[config.mk]
export PLATFORM = sky130hd
export DESIGN_NAME = idli_sqi_xfer_m
export DESIGN_NICKNAME = d
export VERILOG_FILES = /design/src/rtl/idli_sqi_xfer_m.sv
export SDC_FILE = /design/constraint.sdc
export NUM_CORES = 1
export LEC_CHECK = 0
export BUFFER_PORTS_ARGS = -buffer_cell sky130_fd_sc_hd__buf_2
export CAP_MARGIN = 15
export CORE_UTILIZATION = 51
export CTS_CLUSTER_SIZE = 8
export DETAILED_ROUTE_END_ITERATION = 10
export GPL_TIMING_DRIVEN = 0
export PLACE_DENSITY = 0.77
export SKIP_LAST_GASP = 1
export SYNTH_ARGS = -nofsm -noshare
export SYNTH_HDL_FRONTEND = slang
export SYNTH_SLANG_ARGS = --single-unit
[constraint.sdc]
create_clock -name i_sqi_gck -period 2.3 [get_ports i_sqi_gck]
set_input_delay 0.345 -clock i_sqi_gck [delete_from_list [all_inputs] [get_ports i_sqi_gck]]
set_output_delay 0.345 -clock i_sqi_gck [all_outputs]
set_load 0.05 [all_outputs]
[src/rtl/idli_sqi_xfer_m.sv]
// SQI transaction engine: streams CMD/ADDR/DUMMY/DATA nibbles to one of NUM_CS
// quad-SPI SRAMs and keeps sequential word requests in one open transaction.

package idli_sqi_pkg;
    typedef enum logic {
        SQI_MODE_IN  = 1'b0,
        SQI_MODE_OUT = 1'b1
    } sqi_mode_t;
endpackage

module idli_sqi_xfer_m
    import idli_sqi_pkg::*;
#(
    parameter int unsigned ADDR_W    = 16,
    parameter int unsigned DATA_W    = 16,
    parameter int unsigned DUMMY_CYC = 2,
    parameter int unsigned NUM_CS    = 2,
    parameter int unsigned CS_HI_CYC = 2,
    localparam int unsigned CSW      = (NUM_CS > 1) ? $clog2(NUM_CS) : 1
) (
    input  logic              i_sqi_gck,
    input  logic              i_sqi_rst,
    input  logic              i_req_vld,
    output logic              o_req_rdy,
    input  logic              i_req_rd,
    input  logic [CSW-1:0]    i_req_cs,
    input  logic [ADDR_W-1:0] i_req_addr,
    input  logic [DATA_W-1:0] i_req_wdata,
    input  logic              i_req_end,
    output logic              o_rd_vld,
    output logic [DATA_W-1:0] o_rd_data,
    output logic              o_busy,
    output logic              o_sqi_sck,
    output logic [NUM_CS-1:0] o_sqi_cs_n,
    output sqi_mode_t         o_sqi_mode,
    output logic [3:0]        o_sqi_wr_data,
    input  logic [3:0]        i_sqi_rd_data
);

    localparam int unsigned ADDR_NIB = ADDR_W / 4;
    localparam int unsigned DATA_NIB = DATA_W / 4;
    localparam int unsigned MAX_A    = (ADDR_NIB > DATA_NIB) ? ADDR_NIB : DATA_NIB;
    localparam int unsigned MAX_B    = (CS_HI_CYC > DUMMY_CYC) ? CS_HI_CYC : DUMMY_CYC;
    localparam int unsigned MAX_LEN  = (MAX_A > MAX_B) ? MAX_A : MAX_B;
    localparam int unsigned CNT_W    = $clog2(MAX_LEN);
    localparam int unsigned POS_W    = $clog2(DATA_W);

    localparam logic [2:0] ST_IDLE  = 3'd0;
    localparam logic [2:0] ST_CSHI  = 3'd1;
    localparam logic [2:0] ST_CMD   = 3'd2;
    localparam logic [2:0] ST_ADDR  = 3'd3;
    localparam logic [2:0] ST_DUMMY = 3'd4;
    localparam logic [2:0] ST_DATA  = 3'd5;
    localparam logic [2:0] ST_HOLD  = 3'd6;

    logic [2:0]        state_q, state_d;
    logic [CNT_W-1:0]  cnt_q, cnt_d;
    logic              rd_q, rd_d;
    logic [CSW-1:0]    cs_q, cs_d;
    logic [ADDR_W-1:0] addr_q, addr_d;
    logic [DATA_W-1:0] wdata_q, wdata_d;
    logic [DATA_W-1:0] acc_q, acc_d;
    logic              rd_vld_q, rd_vld_d;
    logic [DATA_W-1:0] rd_data_q, rd_data_d;

    logic              last_c, req_rdy_c, accept_c, seq_c;
    logic [ADDR_W-1:0] next_addr_c, addr_sh_c;
    logic [DATA_W-1:0] wdata_sh_c;
    logic [POS_W-1:0]  dpos_c;
    logic              sck_en_c, cs_act_c, mode_out_c;
    logic [3:0]        nib_c;
    logic [NUM_CS-1:0] cs_n_c;
    logic              sck_en_lat;

    // Nibble k of a little-endian word sits at byte k/2, high nibble first.
    assign dpos_c      = POS_W'({cnt_q >> 1, ~cnt_q[0], 2'b00});
    assign next_addr_c = addr_q + ADDR_W'(DATA_W / 8);
    assign addr_sh_c   = addr_q << {cnt_q, 2'b00};
    assign wdata_sh_c  = wdata_q >> dpos_c;

    always_comb begin
        last_c = 1'b0;
        case (state_q)
            ST_CSHI:  last_c = (cnt_q == CNT_W'(CS_HI_CYC - 1));
            ST_CMD:   last_c = (cnt_q == CNT_W'(1));
            ST_ADDR:  last_c = (cnt_q == CNT_W'(ADDR_NIB - 1));
            ST_DUMMY: last_c = (cnt_q == CNT_W'(DUMMY_CYC - 1));
            ST_DATA:  last_c = (cnt_q == CNT_W'(DATA_NIB - 1));
            default:  last_c = 1'b0;
        endcase
    end

    assign req_rdy_c = (state_q == ST_IDLE) || (state_q == ST_HOLD)
                    || ((state_q == ST_DATA) && last_c);
    assign accept_c  = i_req_vld && req_rdy_c;
    assign seq_c     = (i_req_rd == rd_q) && (i_req_cs == cs_q) && (i_req_addr == next_addr_c);

    // Next-state, request latching and read reassembly.
    always_comb begin
        state_d   = state_q;
        cnt_d     = cnt_q + CNT_W'(1);
        rd_d      = rd_q;
        cs_d      = cs_q;
        addr_d    = addr_q;
        wdata_d   = wdata_q;
        acc_d     = acc_q;
        rd_vld_d  = 1'b0;
        rd_data_d = rd_data_q;
        if (accept_c) begin
            rd_d    = i_req_rd;
            cs_d    = i_req_cs;
            addr_d  = i_req_addr;
            wdata_d = i_req_wdata;
        end
        case (state_q)
            ST_IDLE: begin
                cnt_d = '0;
                if (accept_c) state_d = ST_CSHI;
            end
            ST_CSHI: if (last_c) begin
                cnt_d   = '0;
                state_d = ST_CMD;
            end
            ST_CMD: if (last_c) begin
                cnt_d   = '0;
                state_d = ST_ADDR;
            end
            ST_ADDR: if (last_c) begin
                cnt_d   = '0;
                state_d = (rd_q && (DUMMY_CYC != 0)) ? ST_DUMMY : ST_DATA;
            end
            ST_DUMMY: if (last_c) begin
                cnt_d   = '0;
                state_d = ST_DATA;
            end
            ST_DATA: begin
                if (rd_q) acc_d[dpos_c +: 4] = i_sqi_rd_data;
                if (last_c) begin
                    cnt_d = '0;
                    if (rd_q) begin
                        rd_vld_d  = 1'b1;
                        rd_data_d = acc_d;
                    end
                    if (accept_c) state_d = seq_c ? ST_DATA : ST_CSHI;
                    else          state_d = ST_HOLD;
                end
            end
            ST_HOLD: begin
                cnt_d = '0;
                if (accept_c)       state_d = seq_c ? ST_DATA : ST_CSHI;
                else if (i_req_end) state_d = ST_IDLE;
            end
            default: begin
                cnt_d   = '0;
                state_d = ST_IDLE;
            end
        endcase
    end

    always_ff @(posedge i_sqi_gck or posedge i_sqi_rst) begin
        if (i_sqi_rst) begin
            state_q   <= ST_IDLE;
            cnt_q     <= '0;
            rd_q      <= 1'b0;
            cs_q      <= '0;
            addr_q    <= '0;
            wdata_q   <= '0;
            acc_q     <= '0;
            rd_vld_q  <= 1'b0;
            rd_data_q <= '0;
        end else begin
            state_q   <= state_d;
            cnt_q     <= cnt_d;
            rd_q      <= rd_d;
            cs_q      <= cs_d;
            addr_q    <= addr_d;
            wdata_q   <= wdata_d;
            acc_q     <= acc_d;
            rd_vld_q  <= rd_vld_d;
            rd_data_q <= rd_data_d;
        end
    end

    // Pin decode from registered state.
    always_comb begin
        sck_en_c   = (state_q == ST_CMD) || (state_q == ST_ADDR)
                  || (state_q == ST_DUMMY) || (state_q == ST_DATA);
        cs_act_c   = sck_en_c || (state_q == ST_HOLD);
        mode_out_c = (state_q == ST_CMD) || (state_q == ST_ADDR)
                  || (((state_q == ST_DATA) || (state_q == ST_HOLD)) && !rd_q);
        nib_c = 4'h0;
        case (state_q)
            ST_CMD:  nib_c = (cnt_q == '0) ? 4'h0 : (rd_q ? 4'h3 : 4'h2);
            ST_ADDR: nib_c = addr_sh_c[ADDR_W-1 -: 4];
            ST_DATA: nib_c = wdata_sh_c[3:0];
            default: nib_c = 4'h0;
        endcase
        cs_n_c = '1;
        for (int unsigned i = 0; i < NUM_CS; i++) begin
            if (cs_act_c && (CSW'(i) == cs_q)) cs_n_c[i] = 1'b0;
        end
    end

    // Enable changes only while gck is low, so the gated SCK cannot glitch.
    always_latch begin
        if (i_sqi_rst)       sck_en_lat <= 1'b0;
        else if (!i_sqi_gck) sck_en_lat <= sck_en_c;
    end

    assign o_sqi_sck     = i_sqi_gck & sck_en_lat;
    assign o_sqi_cs_n    = cs_n_c;
    assign o_sqi_mode    = mode_out_c ? SQI_MODE_OUT : SQI_MODE_IN;
    assign o_sqi_wr_data = mode_out_c ? nib_c : 4'h0;
    assign o_req_rdy     = req_rdy_c;
    assign o_busy        = (state_q != ST_IDLE);
    assign o_rd_vld      = rd_vld_q;
    assign o_rd_data     = rd_data_q;

endmodule
==> reports/results.txt, run 1 <==
number of nets with antenna violations after detailed routing: 0
setup slack of the worst register-to-register path: 0.07 ns
max-slew violation count: 0
most common cell in the synthesized netlist: sky130_fd_sc_hd__dfrtp_1
sum of net half-perimeters after detailed placement: 6570 um
relative area change from synthesis to final layout: 24.2%
Filler Cell Count: 589
placed inst area: 0.00442 sq mm
clock edge transition at the registers on the reported setup and hold paths: 0.10 ns
largest clock skew in the final design: 0.0914 ns
antenna fix cells: 0
cell types with the highest counts after synthesis: sky130_fd_sc_hd__dfrtp_1 (72), sky130_fd_sc_hd__nand2_1 (39), sky130_fd_sc_hd__mux2_2 (34), sky130_fd_sc_hd__o21ai_0 (27), sky130_fd_sc_hd__nor2_1 (18)
endpoint of the worst register-to-register path: sck_en_lat
setup violators final: 5
crit path max fanout: 1
core region area: 0.00737 sq mm
number of cells on the worst reg-to-reg path: 3
pin count of the biggest net entering global routing: 74
warning count from the yosys run: 0
Syn Std Cell Area: 0.00397 sq mm
GR Layer Usage met2: 0.433
sink of the worst hold path: wdata_q[12]
count of final hold-check violations: 0
share of flip-flops with an asynchronous set or reset after synthesis: 0.986
Power Dens Cells: 1440 mW/mm^2
Min-Delay Path Depth: 2
number of distinct library cells after synthesis: 50
DR vias/cell: 5.90
Die Span Y: 90.2 um
Placement Setup Slack: -0.366 ns
number of enable-type register cells in the synthesized netlist: 0
Routability Congestion: 0.952
Worst Slack Setup Final: -0.194 ns
standard-cell row count: 31
GR Layer Usage met3: 0.0575
routed length per instance: 17.1 um
Final Routed Wirelength: 9680 um
drt first pass iters: 4
total die area: 0.00813 sq mm
predominant post-synthesis flop cell: sky130_fd_sc_hd__dfrtp_1
clock latency at the later pin of the worst-skew pair: 0.45 ns
total gr overflow: 0
global-route wire length before repair: 16,400 um
met1 track demand over resource in global routing: 0.311
worst slew slack as a fraction of its limit: 0.412
CP Launch Type: latch
Nets: 511
Reg2Reg Launch Point: state_q[2]
ports placed on the boundary: 69
leakage component of the power: 2.12 nW
multi-input combinational cell area: 0.00210 sq mm
maximum resistive drop on vdd: 0.675 mV
final design area excluding fillers: 0.00492 sq mm
Residual DRC: 0
worst endpoint required time: 1.96 ns
CTS tree: yes
total vias in the final route: 3,344
initial drt markers: 262
number of max-capacitance violations reported: 0
setup repair after global routing missed its margin: yes
Design Power: 7.07 mW
Critical Path AT: 2.15 ns
die width: 90.2 um
starting density of the core: 0.538
origin of the worst min-delay path: i_req_wdata[12]
proportion of layout cells with a drive suffix above 1: 0.378
HP Class: in2reg
violated checks: negative setup slack
grt peak-use layer: met2
start-to-end type of the worst setup path: latch2out
fin cells: 567
critical path startpoint: sck_en_lat
cell taking the most area after synthesis: sky130_fd_sc_hd__dfrtp_1
Post-Place Cells: 535
mean cell area of the mapped netlist: 10.7 sq um
number of buffers inserted by port buffering: 65
footprint of the flip-flops and latches: 0.00182 sq mm
Slew @ Worst Pin: 0.882 ns
top cells by area in the synthesized netlist: sky130_fd_sc_hd__dfrtp_1 (45%), sky130_fd_sc_hd__mux2_2 (9.7%), sky130_fd_sc_hd__mux4_2 (4.0%)
result of the run: complete, but fails checks
Global Route Usage Sum: 0.260
synthesized net count: 420
Gate Count Post-Synth: 371
CP endpoint kind: output port
antenna violations before repair: 0
count of state elements after synthesis: 73
vias in the first global route: 3,351
proportion of netlist area held by the largest area contributor: 0.454
logic make-up (layout without fill, tap and decap cells):
group                    Yosys count  count (layout)  synth area share
multiplexers                      42              42             0.143
adder cells (fa/ha/maj)            7               7            0.0221
buffers and inverters             29             126            0.0338
AND/OR/NAND/NOR                  112             112             0.144
latches                            1               1           0.00378
AO/OA/AOI/OAI                     84              84             0.146
flip-flops                        72              72             0.454
XOR/XNOR                          24              24            0.0530
how the worst max path moves through the flow:
| stage | to | slack, ns | cells after the start |
|---|---|---|---|
| 6_report | o_sqi_sck | -0.19 | 2 |
| 5_1_grt | o_sqi_sck | -0.26 | 2 |
| 4_1_cts | o_sqi_sck | -0.21 | 2 |
| 3_5_place_dp | o_rd_data[7] | -0.37 | 7 |
| 3_3_place_gp | wdata_q[15] | -0.74 | 2 |
| 2_1_floorplan | o_sqi_wr_data[0] | 0.03 | 5 |
area by class of cell:
class                   instances  share of cell area
plain buffers                  22              0.0300
clock buffers                  20              0.0480
clock inverters                 3             0.00356
inverters                       5             0.00483
multi-input cells             269               0.426
flip-flops and latches         73               0.369
well taps                      99              0.0252
repair buffers                 76              0.0935
layout by cell type, fill, tap and decap left out, drive strengths merged, types with 2 or more instances in the layout:
cell / synthesis / final
a21oi: 9 / 9
clkbuf: 11 / 28
nor2b: 4 / 4
xnor2: 16 / 16
mux4: 8 / 8
o21ai: 27 / 27
nand2: 39 / 39
nand2b: 3 / 3
nand3b: 3 / 3
nor3b: 2 / 2
xor2: 8 / 8
dfrtp: 72 / 72
o31ai: 2 / 2
a21o: 2 / 2
and3: 4 / 4
inv: 4 / 5
a22oi: 17 / 17
nand3: 15 / 15
dlygate4sd3: 0 / 2
nor4: 4 / 4
and4: 3 / 3
a32o: 14 / 14
mux2: 34 / 34
ha: 7 / 7
nor3: 4 / 4
clkinv: 1 / 2
a32oi: 2 / 2
nand4: 7 / 7
buf: 13 / 88
nor2: 18 / 18
a31oi: 4 / 4
registers in the layout (all words and copies together), names as in the netlist:
name,count
acc_q,16
addr_q,16
o_rd_data,16
wdata_q,16
state_q,3
cnt_q,2
cs_q,1
o_rd_vld,1
rd_q,1
sck_en_lat,1
stage by stage:
| stage | setup TNS, ns | utilization | hold WS, ns |
|---|---|---|---|
| finish | -0.462 | 0.668 | 0.116 |
| global route | -0.757 | 0.668 | 0.112 |
| floorplan | 0 | - | 0.0659 |
| detailed placement | -4.04 | 0.600 | -0.351 |
| CTS | -0.485 | 0.661 | 0.112 |
| global placement | -55.96 | 0.600 | 0.457 |
worst max-delay path, stage by stage, from the launching register on:
cell and delay (ns):
sky130_fd_sc_hd__dlxtp_1 0.32, sky130_fd_sc_hd__and2_4 0.13, sky130_fd_sc_hd__buf_8 0.13
where the power goes:
| part | switching [mW] | total (mW) | internal, mW | leakage (nW) |
|---|---|---|---|---|
| clock | 0.558 | 1.20 | 0.645 | 0.134 |
| combinational | 2.09 | 3.71 | 1.62 | 1.15 |
| sequential | 0.442 | 2.16 | 1.72 | 0.844 |
| total | 3.09 | 7.07 | 3.98 | 2.12 |
routing by layer:
layer,share of wire,vias up,routed length (um)
met5,0,-,0
li1,-,1556,-
met3,0.051,24,493
met2,0.51,126,4930
met1,0.42,1638,4030
met4,0.023,0,220
what timing repair did:
item / CTS / global route
gates resized for setup: 37 / 15
endpoints found under the hold margin: 1 / 0
endpoints found under the setup margin: 32 / 29
buffers inserted: 7 / 1
pin swaps: 4 / 1
hold buffers: 2 / 0
cloned: 2 / 0
Power figures use the tool's default switching activity.
==> run 2, diff against run 1 <==
--- a/config.mk
+++ b/config.mk
@@ -7,11 +7,11 @@
 export LEC_CHECK = 0
 export BUFFER_PORTS_ARGS = -buffer_cell sky130_fd_sc_hd__buf_2
 export CAP_MARGIN = 15
-export CORE_UTILIZATION = 51
+export CORE_UTILIZATION = 56
 export CTS_CLUSTER_SIZE = 8
 export DETAILED_ROUTE_END_ITERATION = 10
 export GPL_TIMING_DRIVEN = 0
-export PLACE_DENSITY = 0.77
+export PLACE_DENSITY = 0.8
 export SKIP_LAST_GASP = 1
 export SYNTH_ARGS = -nofsm -noshare
 export SYNTH_HDL_FRONTEND = slang
==> constraint.sdc (replaced) <==
create_clock -name i_sqi_gck -period 2.7 [get_ports i_sqi_gck]
set_input_delay 0.405 -clock i_sqi_gck [delete_from_list [all_inputs] [get_ports i_sqi_gck]]
set_output_delay 0.405 -clock i_sqi_gck [all_outputs]
set_load 0.05 [all_outputs]
==> reports/results.txt, run 2 (synthesis results as in run 1) <==
result of the run: complete, but fails checks (unchanged)
violated checks: negative setup slack (unchanged)
Nets: 502 (was 511)
die width: 86.2 um (was 90.2 um)
CTS tree: yes (unchanged)
initial drt markers: 246 (was 262)
number of nets with antenna violations after detailed routing: 0 (unchanged)
number of buffers inserted by port buffering: 65 (unchanged)
Die Span Y: 86.2 um (was 90.2 um)
Slew @ Worst Pin: 0.862 ns (was 0.882 ns)
Filler Cell Count: 550 (was 589)
proportion of layout cells with a drive suffix above 1: 0.333 (was 0.378)
multi-input combinational cell area: 0.00203 sq mm (was 0.00210 sq mm)
number of max-capacitance violations reported: 0 (unchanged)
maximum resistive drop on vdd: 0.751 mV (was 0.675 mV)
crit path max fanout: 1 (unchanged)
sum of net half-perimeters after detailed placement: 6360 um (was 6570 um)
footprint of the flip-flops and latches: 0.00182 sq mm (about the same)
setup repair after global routing missed its margin: yes (unchanged)
summed negative setup slack over all endpoints: -0.0682 ns (was -0.462 ns)
HP Class: in2reg (unchanged)
vias in the first global route: 3,197 (was 3,351)
Critical Path AT: 2.36 ns (was 2.15 ns)
Residual DRC: 0 (unchanged)
setup slack of the worst register-to-register path: 0.29 ns (was 0.07 ns)
total gr overflow: 0 (unchanged)
starting density of the core: 0.581 (was 0.538)
max-slew violation count: 0 (unchanged)
most frequent standard cell in the layout excluding fill and tap cells: sky130_fd_sc_hd__dfrtp_1 (unchanged)
drt first pass iters: 5 (was 4)
ports placed on the boundary: 69 (unchanged)
CP Launch Type: latch (unchanged)
worst slew slack as a fraction of its limit: 0.425 (was 0.412)
slowest CP cell: sky130_fd_sc_hd__dlxtp_1 (unchanged)
start-to-end type of the worst setup path: latch2out (unchanged)
Power Dens Cells: 1200 mW/mm^2 (was 1440 mW/mm^2)
standard-cell row count: 30 (was 31)
antenna violations before repair: 0 (unchanged)
count of buffers added by post-CTS timing repair for setup: 0 (was 7)
relative area change from synthesis to final layout: 19.9% (was 24.2%)
Global Route Usage Sum: 0.262 (was 0.260)
pin count of the biggest net entering global routing: 74 (unchanged)
CP endpoint kind: output port (unchanged)
Final Core Density: 0.696 (was 0.668)
clock latency at the later pin of the worst-skew pair: 0.47 ns (was 0.45 ns)
antenna fix cells: 0 (unchanged)
Worst path max stage delay: 0.32 ns (about the same)
clock edge transition at the registers on the reported setup and hold paths: 0.09 ns (was 0.10 ns)
highest-count cells in the layout ignoring fill and taps: sky130_fd_sc_hd__dfrtp_1 (71), sky130_fd_sc_hd__buf_2 (64), sky130_fd_sc_hd__nand2_1 (39) (was sky130_fd_sc_hd__dfrtp_1 (70), sky130_fd_sc_hd__buf_2 (63), sky130_fd_sc_hd__nand2_1 (38))
core region area: 0.00683 sq mm (was 0.00737 sq mm)
cell chain of the critical path: and2_4 -> buf_8 (unchanged)
largest clock skew in the final design: 0.117 ns (was 0.0914 ns)
leakage component of the power: 2.06 nW (was 2.12 nW)
Final Routed Wirelength: 9000 um (was 9680 um)
total vias in the final route: 3,284 (was 3,344)
Worst Slack Setup Final: -0.0682 ns (was -0.194 ns)
DR vias/cell: 5.92 (was 5.90)
setup violators final: 2 (was 5)
worst endpoint required time: 2.30 ns (was 1.96 ns)
total die area: 0.00742 sq mm (was 0.00813 sq mm)
Routability Congestion: 0.899 (was 0.952)
routed length per instance: 16.2 um (was 17.1 um)
count of final hold-check violations: 0 (unchanged)
global-route wire length before repair: 14,600 um (was 16,400 um)
run 2: changes by cell type in the layout (fill, tap and decap cells not counted), sizes merged:
cell | before | now
buf | 88 | 76
inv | 5 | 7
bufinv | 0 | 1
clkbuf | 28 | 27
clkinv | 2 | 3
run 2: routing by layer:
metal | share of wire | global-route usage | wire (um) | up-vias
met5 | 0 | 0 | 0 | -
met4 | 0.029 | 0.135 | 264 | 0
met3 | 0.056 | 0.0683 | 505 | 31
met2 | 0.50 | 0.433 | 4510 | 127
met1 | 0.41 | 0.317 | 3730 | 1589
li1 | - | - | - | 1537
run 2: power by group:
part	total [mW]	switching (mW)	internal [mW]
clock	1.16	0.533	0.628
sequential	1.82	0.360	1.46
combinational	2.74	1.60	1.15
total	5.73	2.49	3.23
run 2: worst paths after layout:
check                          startpoint      endpoint  depth (start not counted)
max                            sck_en_lat     o_sqi_sck                          2
max in group asynchronous       i_sqi_rst      cnt_q[1]                          4
min reg2reg                  o_rd_data[5]  o_rd_data[5]                          2
min                        i_req_wdata[7]    wdata_q[7]                          2
min in group asynchronous       i_sqi_rst    state_q[2]                          4
min in group gated              i_sqi_rst    clock gate                          4
max reg2reg                    state_q[1]    sck_en_lat                          3
max in group gated              i_sqi_rst    clock gate                          4
run 2: critical path: cells and delay by family (launching register included):
kind | cells | cell delay [ns]
and+or+nand+nor | 1 | 0.15
latches | 1 | 0.32
buffers and inverters | 1 | 0.14
run 2: repair_timing:
item	CTS	global route
endpoints found under the setup margin	15	13
endpoints found under the hold margin	1	0
pin swaps	1	0
hold buffers	2	0
gates resized for setup	10	13
run 2: layout make-up:
| type | instances | share of cell area |
|---|---|---|
| timing repair buffer | 66 | 0.0731 |
| multi-input combinational | 269 | 0.428 |
| tap | 96 | 0.0253 |
| buffer | 23 | 0.0263 |
| sequential | 73 | 0.382 |
| clock buffer | 16 | 0.0445 |
| inverter | 5 | 0.00474 |
| clock inverter | 7 | 0.0163 |
run 2: metrics by stage:
stage | cell area (sq um) | hold slack [ns] | std cells | total power [mW] | setup slack, ns
after floorplan | 3970 | -0.0741 | 371 | 3.91 | 0.0935
after global placement | 4410 | 0.371 | 532 | 4.46 | -0.441
after detailed placement | 4410 | -0.465 | 532 | 4.53 | -0.192
after CTS | 4730 | 0.155 | 555 | 5.67 | -0.0738
after global routing | 4760 | 0.162 | 555 | 6.05 | -0.109
final | 4760 | 0.161 | 555 | 5.73 | -0.0682
==> run 3, diff against run 2 <==
--- a/config.mk
+++ b/config.mk
@@ -11,6 +11,7 @@
 export CTS_CLUSTER_SIZE = 8
 export DETAILED_ROUTE_END_ITERATION = 10
 export GPL_TIMING_DRIVEN = 0
+export MAX_ROUTING_LAYER = met4
 export PLACE_DENSITY = 0.8
 export SKIP_LAST_GASP = 1
 export SYNTH_ARGS = -nofsm -noshare
==> reports/results.txt, run 3 (synthesis results as in run 1) <==
fin cells: 557 (was 555)
routed length per instance: 17.1 um (was 16.2 um)
Design Power: 5.83 mW (was 5.73 mW)
maximum resistive drop on vdd: 0.910 mV (was 0.751 mV)
largest clock skew in the final design: 0.0991 ns (was 0.117 ns)
HP Class: in2reg (unchanged)
worst endpoint required time: 2.30 ns (about the same)
worst slew slack as a fraction of its limit: 0.396 (was 0.425)
pin count of the biggest net entering global routing: 74 (unchanged)
highest-count cells in the layout ignoring fill and taps: sky130_fd_sc_hd__dfrtp_1 (71), sky130_fd_sc_hd__buf_2 (65), sky130_fd_sc_hd__nand2_1 (39) (was sky130_fd_sc_hd__dfrtp_1 (71), sky130_fd_sc_hd__buf_2 (64), sky130_fd_sc_hd__nand2_1 (39))
core region area: 0.00683 sq mm (unchanged)
setup repair after global routing missed its margin: yes (unchanged)
proportion of layout cells with a drive suffix above 1: 0.338 (was 0.333)
most frequent standard cell in the layout excluding fill and tap cells: sky130_fd_sc_hd__dfrtp_1 (unchanged)
CTS tree: yes (unchanged)
starting density of the core: 0.581 (unchanged)
relative area change from synthesis to final layout: 20.6% (was 19.9%)
drt first pass iters: 5 (unchanged)
setup violators final: 2 (unchanged)
antenna fix cells: 0 (unchanged)
max-slew violation count: 0 (unchanged)
leakage component of the power: 2.07 nW (was 2.06 nW)
clock latency at the later pin of the worst-skew pair: 0.46 ns (was 0.47 ns)
Critical Path AT: 2.38 ns (was 2.36 ns)
ports placed on the boundary: 69 (unchanged)
number of nets with antenna violations after detailed routing: 0 (unchanged)
number of buffers inserted by port buffering: 65 (unchanged)
Placement Setup Slack: -0.150 ns (was -0.192 ns)
clock edge transition at the registers on the reported setup and hold paths: 0.10 ns (was 0.09 ns)
DR vias/cell: 5.98 (was 5.92)
crit path max fanout: 1 (unchanged)
number of max-capacitance violations reported: 0 (unchanged)
Power Dens Cells: 1220 mW/mm^2 (was 1200 mW/mm^2)
final design area excluding fillers: 0.00478 sq mm (was 0.00476 sq mm)
total die area: 0.00742 sq mm (unchanged)
total gr overflow: 0 (unchanged)
summed negative setup slack over all endpoints: -0.0806 ns (was -0.0682 ns)
Worst Slack Setup Final: -0.0806 ns (was -0.0682 ns)
global-route wire length before repair: 15,500 um (was 14,600 um)
CP endpoint kind: output port (unchanged)
Post-Place Cells: 532 (unchanged)
CP Launch Type: latch (unchanged)
violated checks: negative setup slack (unchanged)
vias in the first global route: 3,260 (was 3,197)
Global Route Usage Sum: 0.289 (was 0.262)
standard-cell row count: 30 (unchanged)
initial drt markers: 261 (was 246)
placed inst area: 0.00441 sq mm (unchanged)
Die Span Y: 86.2 um (unchanged)
antenna violations before repair: 0 (unchanged)
die width: 86.2 um (unchanged)
Slew @ Worst Pin: 0.905 ns (was 0.862 ns)
total vias in the final route: 3,331 (was 3,284)
Nets: 504 (was 502)
Residual DRC: 0 (unchanged)
Final Routed Wirelength: 9540 um (was 9000 um)
sum of net half-perimeters after detailed placement: 6500 um (was 6360 um)
result of the run: complete, but fails checks (unchanged)
count of final hold-check violations: 0 (unchanged)
Routability Congestion: 0.917 (was 0.899)
start-to-end type of the worst setup path: latch2out (unchanged)
-- run 3: final cells by class --
cell class	instances	area, sq um
fillers	549	2050
clock inverters	7	77.6
flip-flops and latches	73	1820
inverters	5	22.5
clock buffers	16	211
plain buffers	24	141
repair buffers	67	355
multi-input cells	269	2040
well taps	96	120
-- run 3: final timing paths --
kind | from | to | slack (ns) | depth (start not counted)
max in group asynchronous | i_sqi_rst | cnt_q[1] | 0.76 | 4
min in group gated | i_sqi_rst | clock gate | 0.30 | 4
min reg2reg | o_rd_data[10] | o_rd_data[10] | 0.47 | 2
min in group asynchronous | i_sqi_rst | wdata_q[13] | 1.26 | 4
max reg2reg | state_q[1] | sck_en_lat | 0.31 | 3
max | sck_en_lat | o_sqi_sck | -0.08 | 2
max in group gated | i_sqi_rst | clock gate | 0.65 | 4
min | i_req_wdata[12] | wdata_q[12] | 0.17 | 2
-- run 3: worst max-delay path, cell delays in order, from the launching register on --
cell and delay [ns]:
sky130_fd_sc_hd__dlxtp_1 0.33, sky130_fd_sc_hd__and2_4 0.15, sky130_fd_sc_hd__buf_8 0.14
-- run 3: metal layers --
layer,vias to the layer above,wire (um),track usage
met2,158,4750,0.454
met4,0,392,0.164
li1,1545,-,-
met1,1587,3860,0.332
met5,-,0,-
met3,41,536,0.0808
-- run 3: power by group --
group | total [mW] | internal (mW) | leakage [nW] | switching, mW
clock network | 1.16 | 0.629 | 0.152 | 0.536
registers | 1.82 | 1.46 | 0.845 | 0.355
logic | 2.85 | 1.18 | 1.08 | 1.67
-- run 3: stage by stage --
step / util / hold slack (ns)
6_report: 0.700 / 0.168
3_3_place_gp: 0.646 / 0.367
2_1_floorplan: - / -0.0741
4_1_cts: 0.695 / 0.163
3_5_place_dp: 0.646 / -0.477
5_1_grt: 0.700 / 0.171
-- run 3: what timing repair did --
action | CTS | global route
pin swaps | 1 | 0
endpoints found under the hold margin | 1 | 0
resized for setup | 13 | 13
hold buffers | 2 | 0
setup endpoints to repair | 16 | 9
cloned | 0 | 0
setup buffers | 1 | 0
